==> config.mk <==
export PLATFORM = sky130hd
export DESIGN_NAME = muldiv_unit
export DESIGN_NICKNAME = d
export VERILOG_FILES = /design/src/rtl/muldiv_unit.sv
export SDC_FILE = /design/constraint.sdc
export NUM_CORES = 1
export LEC_CHECK = 0
export ABC_CLOCK_PERIOD_IN_PS = 11580
export CAP_MARGIN = 25
export CORE_MARGIN = 2
export CORE_UTILIZATION = 63
export CTS_CLUSTER_DIAMETER = 40
export DETAILED_ROUTE_END_ITERATION = 6
export GPL_ROUTABILITY_DRIVEN = 0
export PLACE_DENSITY = 0.87
export SLEW_MARGIN = 0
export SYNTH_ARGS = -nofsm -noshare
export SYNTH_HDL_FRONTEND = slang
export SYNTH_SLANG_ARGS = --single-unit
export TNS_END_PERCENT = 20
==> constraint.sdc <==
create_clock -name clk -period 11.58 [get_ports clk]
set_clock_uncertainty 0.2 [all_clocks]
set_input_delay 1.737 -clock clk [delete_from_list [all_inputs] [get_ports clk]]
set_output_delay 1.737 -clock clk [all_outputs]
set_load 0.005 [all_outputs]
==> src/rtl/muldiv_unit.sv <==
// Iterative 32-cycle shift-add multiplier and restoring divider (RV32M ops).
// Define MULDIV_DIV_EN to build the divide datapath; otherwise funct3[2]=1 ops return 0.
module muldiv_unit #(
    parameter int unsigned XLEN = 32
) (
    input  logic            clk,
    input  logic            reset,
    input  logic            start,
    input  logic [2:0]      funct3,
    input  logic [XLEN-1:0] rv1,
    input  logic [XLEN-1:0] rv2,
    output logic            busy,
    output logic            done,
    output logic [XLEN-1:0] result
);

    localparam int unsigned CntW = $clog2(XLEN);

    typedef enum logic [1:0] {StIdle, StCalc, StFin} state_e;

    state_e            state_q, state_d;
    logic [CntW-1:0]   cnt_q, cnt_d;
    logic [2:0]        funct3_q, funct3_d;
    logic              neg_q, neg_d;
    logic [XLEN-1:0]   opb_q, opb_d;
    logic [2*XLEN-1:0] acc_q, acc_d;
    logic [XLEN-1:0]   result_q, result_d;

    logic              a_sgn, b_sgn;
    logic [XLEN-1:0]   a_mag, b_mag;
    logic [XLEN:0]     mul_sum;
    logic [2*XLEN-1:0] mul_next;
    logic [2*XLEN-1:0] step;
    logic [2*XLEN-1:0] prod;
    logic [XLEN-1:0]   mul_res;
    logic [XLEN-1:0]   final_res;

`ifdef MULDIV_DIV_EN
    logic              rneg_q, rneg_d;
    logic [XLEN:0]     r_shift;
    logic              fits;
    logic [XLEN-1:0]   rem_sub;
    logic [2*XLEN-1:0] div_next;
    logic [XLEN-1:0]   quo, rem, quo_res, rem_res, div_res;
`endif

    // Operand sign handling: magnitudes go into the datapath, signs fix up the result.
    always_comb begin
        a_sgn = 1'b0;
        b_sgn = 1'b0;
        case (funct3)
            3'b001: begin
                a_sgn = rv1[XLEN-1];
                b_sgn = rv2[XLEN-1];
            end
            3'b010: a_sgn = rv1[XLEN-1];
`ifdef MULDIV_DIV_EN
            3'b100, 3'b110: begin
                a_sgn = rv1[XLEN-1];
                b_sgn = rv2[XLEN-1];
            end
`endif
            default: ;
        endcase
        a_mag = a_sgn ? (~rv1 + 1'b1) : rv1;
        b_mag = b_sgn ? (~rv2 + 1'b1) : rv2;
    end

    // Multiply: acc = {partial high, multiplier bits}, shifted right each step.
    assign mul_sum  = {1'b0, acc_q[2*XLEN-1:XLEN]} + (acc_q[0] ? {1'b0, opb_q} : '0);
    assign mul_next = {mul_sum, acc_q[XLEN-1:1]};

`ifdef MULDIV_DIV_EN
    // Divide: acc = {partial remainder, dividend/quotient bits}, shifted left each step.
    assign r_shift  = acc_q[2*XLEN-1:XLEN-1];
    assign fits     = (r_shift >= {1'b0, opb_q});
    assign rem_sub  = r_shift[XLEN-1:0] - opb_q;
    assign div_next = {(fits ? rem_sub : r_shift[XLEN-1:0]), acc_q[XLEN-2:0], fits};
    assign step     = funct3_q[2] ? div_next : mul_next;
`else
    assign step     = mul_next;
`endif

    assign prod    = neg_q ? (~step + 1'b1) : step;
    assign mul_res = (funct3_q[1:0] == 2'b00) ? prod[XLEN-1:0] : prod[2*XLEN-1:XLEN];

`ifdef MULDIV_DIV_EN
    assign quo       = step[XLEN-1:0];
    assign rem       = step[2*XLEN-1:XLEN];
    // Zero divisor forces all-ones quotient; the remainder naturally equals rv1.
    assign quo_res   = (opb_q == '0) ? '1 : (neg_q ? (~quo + 1'b1) : quo);
    assign rem_res   = rneg_q ? (~rem + 1'b1) : rem;
    assign div_res   = funct3_q[1] ? rem_res : quo_res;
    assign final_res = funct3_q[2] ? div_res : mul_res;
`else
    assign final_res = funct3_q[2] ? '0 : mul_res;
`endif

    always_comb begin
        state_d  = state_q;
        cnt_d    = cnt_q;
        funct3_d = funct3_q;
        neg_d    = neg_q;
        opb_d    = opb_q;
        acc_d    = acc_q;
        result_d = result_q;
`ifdef MULDIV_DIV_EN
        rneg_d   = rneg_q;
`endif
        unique case (state_q)
            StIdle: begin
                if (start) begin
                    state_d  = StCalc;
                    cnt_d    = '0;
                    funct3_d = funct3;
                    neg_d    = a_sgn ^ b_sgn;
                    opb_d    = a_mag;
                    acc_d    = {{XLEN{1'b0}}, b_mag};
`ifdef MULDIV_DIV_EN
                    rneg_d   = a_sgn;
                    if (funct3[2]) begin
                        opb_d = b_mag;
                        acc_d = {{XLEN{1'b0}}, a_mag};
                    end
`endif
                end
            end
            StCalc: begin
                acc_d = step;
                cnt_d = cnt_q + 1'b1;
                if (cnt_q == CntW'(XLEN - 1)) begin
                    state_d  = StFin;
                    result_d = final_res;
                end
            end
            StFin: state_d = StIdle;
            default: state_d = StIdle;
        endcase
    end

    always_ff @(posedge clk or posedge reset) begin
        if (reset) begin
            state_q  <= StIdle;
            cnt_q    <= '0;
            funct3_q <= '0;
            neg_q    <= 1'b0;
            opb_q    <= '0;
            acc_q    <= '0;
            result_q <= '0;
`ifdef MULDIV_DIV_EN
            rneg_q   <= 1'b0;
`endif
        end else begin
            state_q  <= state_d;
            cnt_q    <= cnt_d;
            funct3_q <= funct3_d;
            neg_q    <= neg_d;
            opb_q    <= opb_d;
            acc_q    <= acc_d;
            result_q <= result_d;
`ifdef MULDIV_DIV_EN
            rneg_q   <= rneg_d;
`endif
        end
    end

    assign busy   = (state_q != StIdle);
    assign done   = (state_q == StFin);
    assign result = result_q;

endmodule
==> impl_metrics.tcl, run 1 <==
set metrics [dict create \
    outcome "complete, no violations" \
    grt_pass1_vias 9333 \
    hold_class "reg -> reg" \
    slew_violations 0 \
    cp-end-kind "register" \
    fp.dieW_um 133 \
    avgSynthCellArea_um2 8.26 \
    async_flop_share 1.00 \
    ant_nets 0 \
    p_seq_frac 0.255 \
    num_rows 46 \
    grt_setup_unrepaired "false" \
    synth_edf_count 0 \
    worst_slew_pin_slew_ps 914 \
    wl_per_cell_um 19.3 \
    yosys.area_share.adder 0.0464 \
    yosys.area_share.simple 0.224 \
    area_growth_pct 16.2 \
    ir_drop_mv 0.198 \
    dieArea_um2 17600 \
    synth_seq_cells 139 \
    grt_first_pass_wirelength_um 48200 \
    coreArea_um2 16000 \
    worstReg2RegStart "acc_q[0]" \
    cellLeakagePower_nw 4.96 \
    synth_ff_type "dfrtp_1" \
    drt_iter0_drc 1109 \
    hold_ws_ps 279 \
    overflow 0 \
    fin_crit_ps 5100 \
    synth_compound_area_frac 0.246 \
    grtUsageTotal 0.341 \
    grt_max_degree 91 \
    yosysTopAreaCell "dfrtp_1" \
    cts.sinks 139 \
    internal_power_mw 1.82 \
    cp_max_fo 33 \
    cp.arrival_ps 5220 \
    critPathKind "reg -> reg" \
    n_antenna_cell 0 \
    final_common_cell "nand2_1" \
    clock_path_buffers 2 \
    drc 0 \
    via_per_inst 6.63 \
    fillers 1218 \
    drive_gt1_frac 0.0481 \
    place.port_buffers 103 \
    synth_mux_area_frac 0.00493 \
    routed_wl_um 29900 \
    power_density_nw_per_um2 304 \
    netlist_instances 1260 \
    startpoint "acc_q[0]" \
    clkPwrFrac 0.134 \
    cts-root-buf "clkbuf_16" \
    hold_depth 2 \
    slew_headroom 0.391 \
    cts_setup_buffers 0 \
    initial_core_util 0.651 \
    via_count 10300 \
    fin_setup_tns_ps 0 \
    dp_slack_ps 6500 \
    max_freq_mhz 196 \
    ctsResizeCount 0 \
    holdBufCountCts 0 \
    yosys-top-cells-area "dfrtp_1, o21ai_0, nand2_1" \
    final_cell_mix "nand2_1, o21ai_0, dfrtp_1, clkdlybuf4s50_1, xor2_1" \
    yosysUniqueCellTypes 69 \
    final.period_utilization 0.441 \
    setup_ws_ps 6480 \
    dp_cells 1518 \
    setup_violations 0 \
    synth_top_family_by_area "compound AO/OA/AOI/OAI gates" \
    clkTransAtPathRegs_ps 60 \
    start_kind "register" \
    seq_area_frac_synth 0.334 \
    instances_no_fill 1547 \
    synth_xor_area_frac 0.112 \
    fin_nets 1430 \
    die_h_um 133 \
    critPathRequiredTime_ps 11700 \
    cts_buffers 17 \
    cts_tree "done" \
    combPwrFrac 0.611 \
    switching_share 0.504 \
    reg2regPathDepth 13 \
    clk_latency_ps 430 \
    pin_count 104 \
    drtPass1Iterations 5 \
    hold_viol_final 0 \
    cap_violations 0 \
    synth_top_area_frac 0.334 \
    cts_max_level 4 \
    yosys_warnings 0 \
    syn-num-nets 1368 \
    netlist_area_um2 10400 \
    switching_power_mw 1.85 \
    hold_start "opb_q[18]" \
    hpwlAfterDp_um 21800 \
    grt_antenna_before_repair 0 \
]
## final timing paths
path                       slack [ps]         end
max                              6480  result[28]
min                               280   opb_q[18]
max reg2reg                      6480  result[28]
min reg2reg                       280   opb_q[18]
max in group asynchronous        8220   acc_q[58]
min in group asynchronous        1540   acc_q[21]
## routing by layer
metal	track usage	part of all wire	vias up
li1	-	-	4712
met1	0.476	0.41	4850
met2	0.536	0.46	596
met3	0.0636	0.093	98
met4	0.118	0.033	0
met5	0	0	-
## logic make-up (layout without fill, tap and decap cells)
family          count (synthesis)  count (layout)
simple gates                  457             457
compound gates                396             396
flops                         139             139
xor+xnor                      133             133
buf+inv                        92             163
fa+ha+maj                      38              38
mux                             5               5
## registers in the layout, summed over array words and instances (netlist names)
register and count:
neg_q 1, opb_q 32, acc_q 64, funct3_q 3
result 32, state_q 2, cnt_q 5
## power by group through the flow
stage | Clock (mW) | Sequential, mW | Combinational (mW)
3_5_place_dp | 0 | 0.924 | 2.16
5_1_grt | 0.513 | 0.959 | 2.44
6_report | 0.492 | 0.935 | 2.25
2_1_floorplan | 0 | 0.835 | 1.61
4_1_cts | 0.490 | 0.921 | 2.19
3_3_place_gp | 0 | 0.914 | 2.09
## cell usage after synthesis (all sizes together) (3+ instances only)
library cell / instances
a211oi: 9
a21o: 8
a21oi: 62
a221oi: 5
a22o: 10
a22oi: 32
a31oi: 6
a32o: 11
and2: 43
and3: 6
and4: 4
clkbuf: 68
dfrtp: 139
ha: 37
inv: 22
mux2i: 4
nand2: 180
nand2b: 12
nand3: 51
nand4: 13
nor2: 58
nor2b: 7
nor3: 25
nor4: 15
o211ai: 8
o21a: 13
o21ai: 164
o221ai: 7
o31ai: 25
o41ai: 19
or2: 3
or3: 15
or4: 15
xnor2: 62
xor2: 71
## area by class of cell
cell class / count / area [um2] / area share
Timing Repair Buffer: 113 / 1140 / 0.0943
Tap cell: 216 / 270 / 0.0223
Clock inverter: 7 / 45.0 / 0.00372
Sequential cell: 139 / 3480 / 0.288
Clock buffer: 21 / 470 / 0.0389
Inverter: 22 / 87.6 / 0.00724
Multi-Input combinational cell: 1029 / 6600 / 0.546
## stage by stage
stage	utilization	cell area, um2	power [mW]
2_1_floorplan	-	10400	2.45
3_3_place_gp	0.720	11500	3.00
3_5_place_dp	0.723	11600	3.08
4_1_cts	0.755	12100	3.60
5_1_grt	0.756	12100	3.91
6_report	0.756	12100	3.67
## critical path, cell delays in order, from the launching register on
cell	delay, ps
dfrtp_1	630
and2_1	280
ha_1	210
fa_1	420
a21o_1	220
a221oi_2	470
xnor2_1	270
a2111oi_4	510
nand4_2	260
nor4_4	440
nand4b_2	240
nor3_1	250
mux2_1	340
a32o_1	250
(Power assumes the default switching activity.)
==> inputs of run 2 (changes only) <==
--- a/config.mk
+++ b/config.mk
@@ -5,14 +5,14 @@
 export SDC_FILE = /design/constraint.sdc
 export NUM_CORES = 1
 export LEC_CHECK = 0
-export ABC_CLOCK_PERIOD_IN_PS = 11580
+export ABC_CLOCK_PERIOD_IN_PS = 5300
 export CAP_MARGIN = 25
 export CORE_MARGIN = 2
-export CORE_UTILIZATION = 63
+export CORE_UTILIZATION = 59
 export CTS_CLUSTER_DIAMETER = 40
 export DETAILED_ROUTE_END_ITERATION = 6
 export GPL_ROUTABILITY_DRIVEN = 0
-export PLACE_DENSITY = 0.87
+export PLACE_DENSITY = 0.82
 export SLEW_MARGIN = 0
 export SYNTH_ARGS = -nofsm -noshare
 export SYNTH_HDL_FRONTEND = slang
==> constraint.sdc (replaced) <==
create_clock -name clk -period 5.3 [get_ports clk]
set_clock_uncertainty 0.2 [all_clocks]
set_input_delay 0.795 -clock clk [delete_from_list [all_inputs] [get_ports clk]]
set_output_delay 0.795 -clock clk [all_outputs]
set_load 0.005 [all_outputs]
==> run 2 against run 1 <==
  * Power is 120% higher
  * Worst hold slack improved by 3.1 ps
  * Via count down 0.51%
  * Sequential power grew 120%
  * Utilization fell by 4.9 points
  * Critical path type unchanged
  * Highest routed layer unchanged
==> impl_metrics.tcl, run 2 (synthesized netlist as in run 1, its figures left out) <==
set metrics [dict create \
    clkPwrFrac 0.144 \
    dp_cells 1538 \
    hpwlAfterDp_um 22300 \
    power_mw 8.22 \
    cts_setup_buffers 0 \
    wl_per_cell_um 19.2 \
    final_area_um2 12200 \
    clkTransAtPathRegs_ps 60 \
    cp.arrival_ps 4850 \
    grt_setup_unrepaired "false" \
    dieArea_um2 18700 \
    via_per_inst 6.50 \
    switching_share 0.495 \
    fillers 1403 \
    final_cell_mix "nand2_1, o21ai_0, dfrtp_1, clkdlybuf4s50_1, xor2_1" \
    routed_wl_um 30100 \
    die_h_um 137 \
    cts.sinks 139 \
    slew_headroom 0.392 \
    n_antenna_cell 0 \
    hold_viol_final 0 \
    p_seq_frac 0.250 \
    grt_first_pass_wirelength_um 48200 \
    cts_max_level 4 \
    ir_drop_mv 0.405 \
    largest_reg_flops 64 \
    slew_violations 0 \
    combPwrFrac 0.606 \
    critPathKind "reg -> reg" \
    fin_setup_tns_ps 0 \
    cts_tree "done" \
    place.port_buffers 103 \
    pin_count 104 \
    cap_violations 0 \
    cts_buffers 17 \
    fin_crit_ps 4740 \
    multi_input_area_um2 6600 \
    internal_power_mw 4.15 \
    final_util 0.707 \
    instances_no_fill 1571 \
    power_density_nw_per_um2 672 \
    drt_iter0_drc 1105 \
    overflow 0 \
    cts-root-buf "clkbuf_16" \
    place_area_um2 11600 \
    cellLeakagePower_nw 5.03 \
    final_common_cell "nand2_1" \
    grt_max_degree 111 \
    holdBufCountCts 0 \
    max_freq_mhz 211 \
    fp.dieW_um 137 \
    switching_power_mw 4.07 \
    cp_max_fo 12 \
    ctsResizeCount 0 \
    drive_gt1_frac 0.0572 \
    worst_slew_pin_slew_ps 906 \
    grtUsageTotal 0.330 \
    grt_pass1_vias 9325 \
    start_kind "register" \
    grt_antenna_before_repair 0 \
    drtPass1Iterations 5 \
    critPathRequiredTime_ps 5410 \
    clock_path_buffers 2 \
    hold_class "reg -> reg" \
    num_rows 48 \
    via_count 10200 \
    register_area_um2 3480 \
    setup_violations 0 \
    clk_latency_ps 420 \
    initial_core_util 0.602 \
    area_growth_pct 17.5 \
    fin_nets 1441 \
    top_register "acc_q" \
    final.period_utilization 0.894 \
    drc 0 \
    cp-end-kind "register" \
    outcome "complete, no violations" \
    ant_nets 0 \
    coreArea_um2 17300 \
]
==> run 2: cell count changes in the layout (fill, tap and decap cells not counted), sizes merged <==
cell	change
buf	+11
bufinv	+2
clkinvlp	+1
inv	+1
==> run 2: layer usage <==
metal  part of all wire  track usage
met1               0.43        0.471
met3              0.088       0.0596
met2               0.44        0.496
met4              0.037        0.131
met5                  0            0
==> run 2: path summary, 6_finish.rpt <==
kind	start	endpoint	slack, ps	depth (start not counted)
worst min register to register	opb_q[22]	opb_q[22]	280	2
worst max-delay path	acc_q[0]	result[28]	560	12
worst max register to register	acc_q[0]	result[28]	560	12
min in group asynchronous	reset	acc_q[19]	440	2
worst min-delay path	opb_q[22]	opb_q[22]	280	2
max in group asynchronous	reset	opb_q[20]	3290	4
==> run 2: area by class of cell <==
type                    instances  share of cell area
well taps                     225              0.0230
repair buffers                124              0.0988
clock buffers                  21              0.0368
multi-input cells            1029               0.540
flip-flops and latches        139               0.284
clock inverters                11             0.00962
inverters                      22             0.00716
==> run 2: power groups by stage <==
stage | sequential [mW] | clock (mW) | combinational (mW)
floorplan | 1.83 | 0 | 3.52
global placement | 2.01 | 0 | 4.74
detailed placement | 2.03 | 0 | 4.85
CTS | 2.02 | 1.18 | 4.88
global route | 2.10 | 1.23 | 5.46
finish | 2.05 | 1.18 | 4.98
==> run 2: stage by stage <==
stage / hold slack, ps / setup slack [ps]
6_report: 282 / 561
5_1_grt: 306 / 239
4_1_cts: 281 / 598
3_5_place_dp: 265 / 606
3_3_place_gp: 258 / 715
2_1_floorplan: 238 / 580
==> run 2: worst max-delay path, stage by stage, from the launching register on <==
cell	delay (ps)
dfrtp_1	470
and2_1	180
ha_1	470
nand4_1	170
a211oi_1	780
nor3_1	140
xor2_1	390
nand4_2	300
nor4_4	410
nand4b_2	230
nor3_1	260
mux2_1	340
a32o_1	260
==> inputs of run 3 (changes only) <==
--- a/config.mk
+++ b/config.mk
@@ -13,7 +13,7 @@
 export DETAILED_ROUTE_END_ITERATION = 6
 export GPL_ROUTABILITY_DRIVEN = 0
 export PLACE_DENSITY = 0.82
-export SLEW_MARGIN = 0
+export SLEW_MARGIN = 15
 export SYNTH_ARGS = -nofsm -noshare
 export SYNTH_HDL_FRONTEND = slang
 export SYNTH_SLANG_ARGS = --single-unit
==> run 3 against run 2 <==
  * Worst hold slack lost 4.2 ps
  * Highest routed layer unchanged
  * Count of clock-buffer cells in the layout unchanged
  * Largest cell class unchanged
  * Combinational power about the same
  * Sequential power about the same
  * Critical path depth grew 1
  * Final cell count did not move
  * Routed wire length is essentially flat
  * Via count fell by 0.61%
  * Sequential share of layout area is the same
  * Utilization unchanged
  * First-iteration DRC count rose by 13%
==> impl_metrics.tcl, run 3 (synthesized netlist as in run 1, its figures left out) <==
set metrics [dict create \
    ctsResizeCount 0 \
    max_freq_mhz 212 \
    reg2regPathDepth 13 \
    setup_violations 0 \
    start_kind "register" \
    grt_antenna_before_repair 0 \
    wl_per_cell_um 19.2 \
    holdBufCountCts 0 \
    via_count 10100 \
    hold_depth 2 \
    r2r_slack_ps 580 \
    drc 0 \
    cts_max_level 4 \
    dp_slack_ps 606 \
    worst_slew_pin_slew_ps 877 \
    routed_wl_um 30200 \
    critPathSlowestCell "a2111oi_4" \
    worstReg2RegStart "acc_q[0]" \
    cap_violations 0 \
    rr_endpoint "result[28]" \
    overflow 0 \
    hold_start "opb_q[19]" \
    place_area_um2 11600 \
    grt_setup_unrepaired "false" \
    final_common_cell "nand2_1" \
    fin_nets 1441 \
    via_per_inst 6.46 \
    slew_violations 0 \
    cpPeakStageDelay_ps 500 \
    hold_viol_final 0 \
    hpwlAfterDp_um 22300 \
    cts_setup_buffers 0 \
    crit_buf_inv 0 \
    drt_iter0_drc 1253 \
    clk_latency_ps 430 \
    critPathTopFamily "compound AO/OA/AOI/OAI gates" \
    startpoint "acc_q[0]" \
    fin_crit_ps 4720 \
    grt_max_degree 111 \
    cts_tree "done" \
    grt_first_pass_wirelength_um 48200 \
    power_mw 8.22 \
    fin_setup_tns_ps 0 \
    die_h_um 137 \
    pin_count 104 \
    coreArea_um2 17300 \
    setup_ws_ps 578 \
    largest_reg_flops 64 \
    outcome "complete, no violations" \
    dieArea_um2 18700 \
    final.period_utilization 0.891 \
    fp.dieW_um 137 \
    cp.arrival_ps 4840 \
    ir_drop_mv 0.402 \
    clock_path_buffers 2 \
    cts-root-buf "clkbuf_16" \
    critPathKind "reg -> reg" \
    cellLeakagePower_nw 5.03 \
    grt_pass1_vias 9325 \
    top_register "acc_q" \
    place.port_buffers 103 \
    slew_headroom 0.412 \
    ant_nets 0 \
    hold_class "reg -> reg" \
    final_cell_mix "nand2_1, o21ai_0, dfrtp_1, clkdlybuf4s50_1, xor2_1" \
    cp_max_fo 12 \
    cts.sinks 139 \
    drtPass1Iterations 5 \
    crit_path_cell_trace "and2_1 -> ha_1 -> fa_1 -> a21o_1 -> a221oi_2 -> xnor2_1 -> a2111oi_4 -> nand4_2 -> nor4_4 -> nand4b_2 -> nor3_1 -> mux2_1 -> a32o_1" \
    drive_gt1_frac 0.0572 \
    clkTransAtPathRegs_ps 60 \
    final_util 0.707 \
    holdPathEnd "opb_q[19]" \
    n_antenna_cell 0 \
    power_density_nw_per_um2 672 \
    num_rows 48 \
    final_area_um2 12200 \
    critPathRequiredTime_ps 5410 \
    grtUsageTotal 0.330 \
    cp-end-kind "register" \
    cts_buffers 17 \
    initial_core_util 0.602 \
    area_growth_pct 17.5 \
]
run 3: layout make-up:
class                   instances  area (um2)
clock buffers                  21         450
clock inverters                11         118
fillers                      1401        5070
inverters                      22        87.6
multi-input cells            1029        6600
flip-flops and latches        139        3480
well taps                     225         282
repair buffers                124        1210
run 3: worst max path at each step:
stage                       to  slack, ps  depth (start not counted)
floorplan             acc_q[0]        580                          1
global placement    result[28]        720                         13
detailed placement  result[28]        610                         13
CTS                 result[28]        600                         13
global route        result[29]        240                         12
finish              result[28]        580                         13
run 3: per-layer routing:
layer	track usage	routed length [um]
met5	0	0
met4	0.131	1120
met3	0.0596	2710
met2	0.496	13400
met1	0.471	12900
run 3: where the power goes:
group / internal, mW / switching, mW / total [mW]
Combinational: 1.91 / 3.07 / 4.98
Clock: 0.704 / 0.480 / 1.18
Sequential: 1.53 / 0.521 / 2.05
run 3: per-stage QoR:
| step | instances | hold slack, ps |
|---|---|---|
| after detailed placement | 1538 | 265 |
| final | 1571 | 278 |
| after global routing | 1571 | 306 |
| after global placement | 1538 | 258 |
| after CTS | 1570 | 281 |
| after floorplan | 1260 | 238 |
run 3: worst register-to-register path, cell delays in order (launching register included):
cell       delay [ps]
dfrtp_1           470
and2_1            180
ha_1              200
fa_1              400
a21o_1            210
a221oi_2          430
xnor2_1           250
a2111oi_4         500
nand4_2           250
nor4_4            430
nand4b_2          230
nor3_1            260
mux2_1            340
a32o_1            260
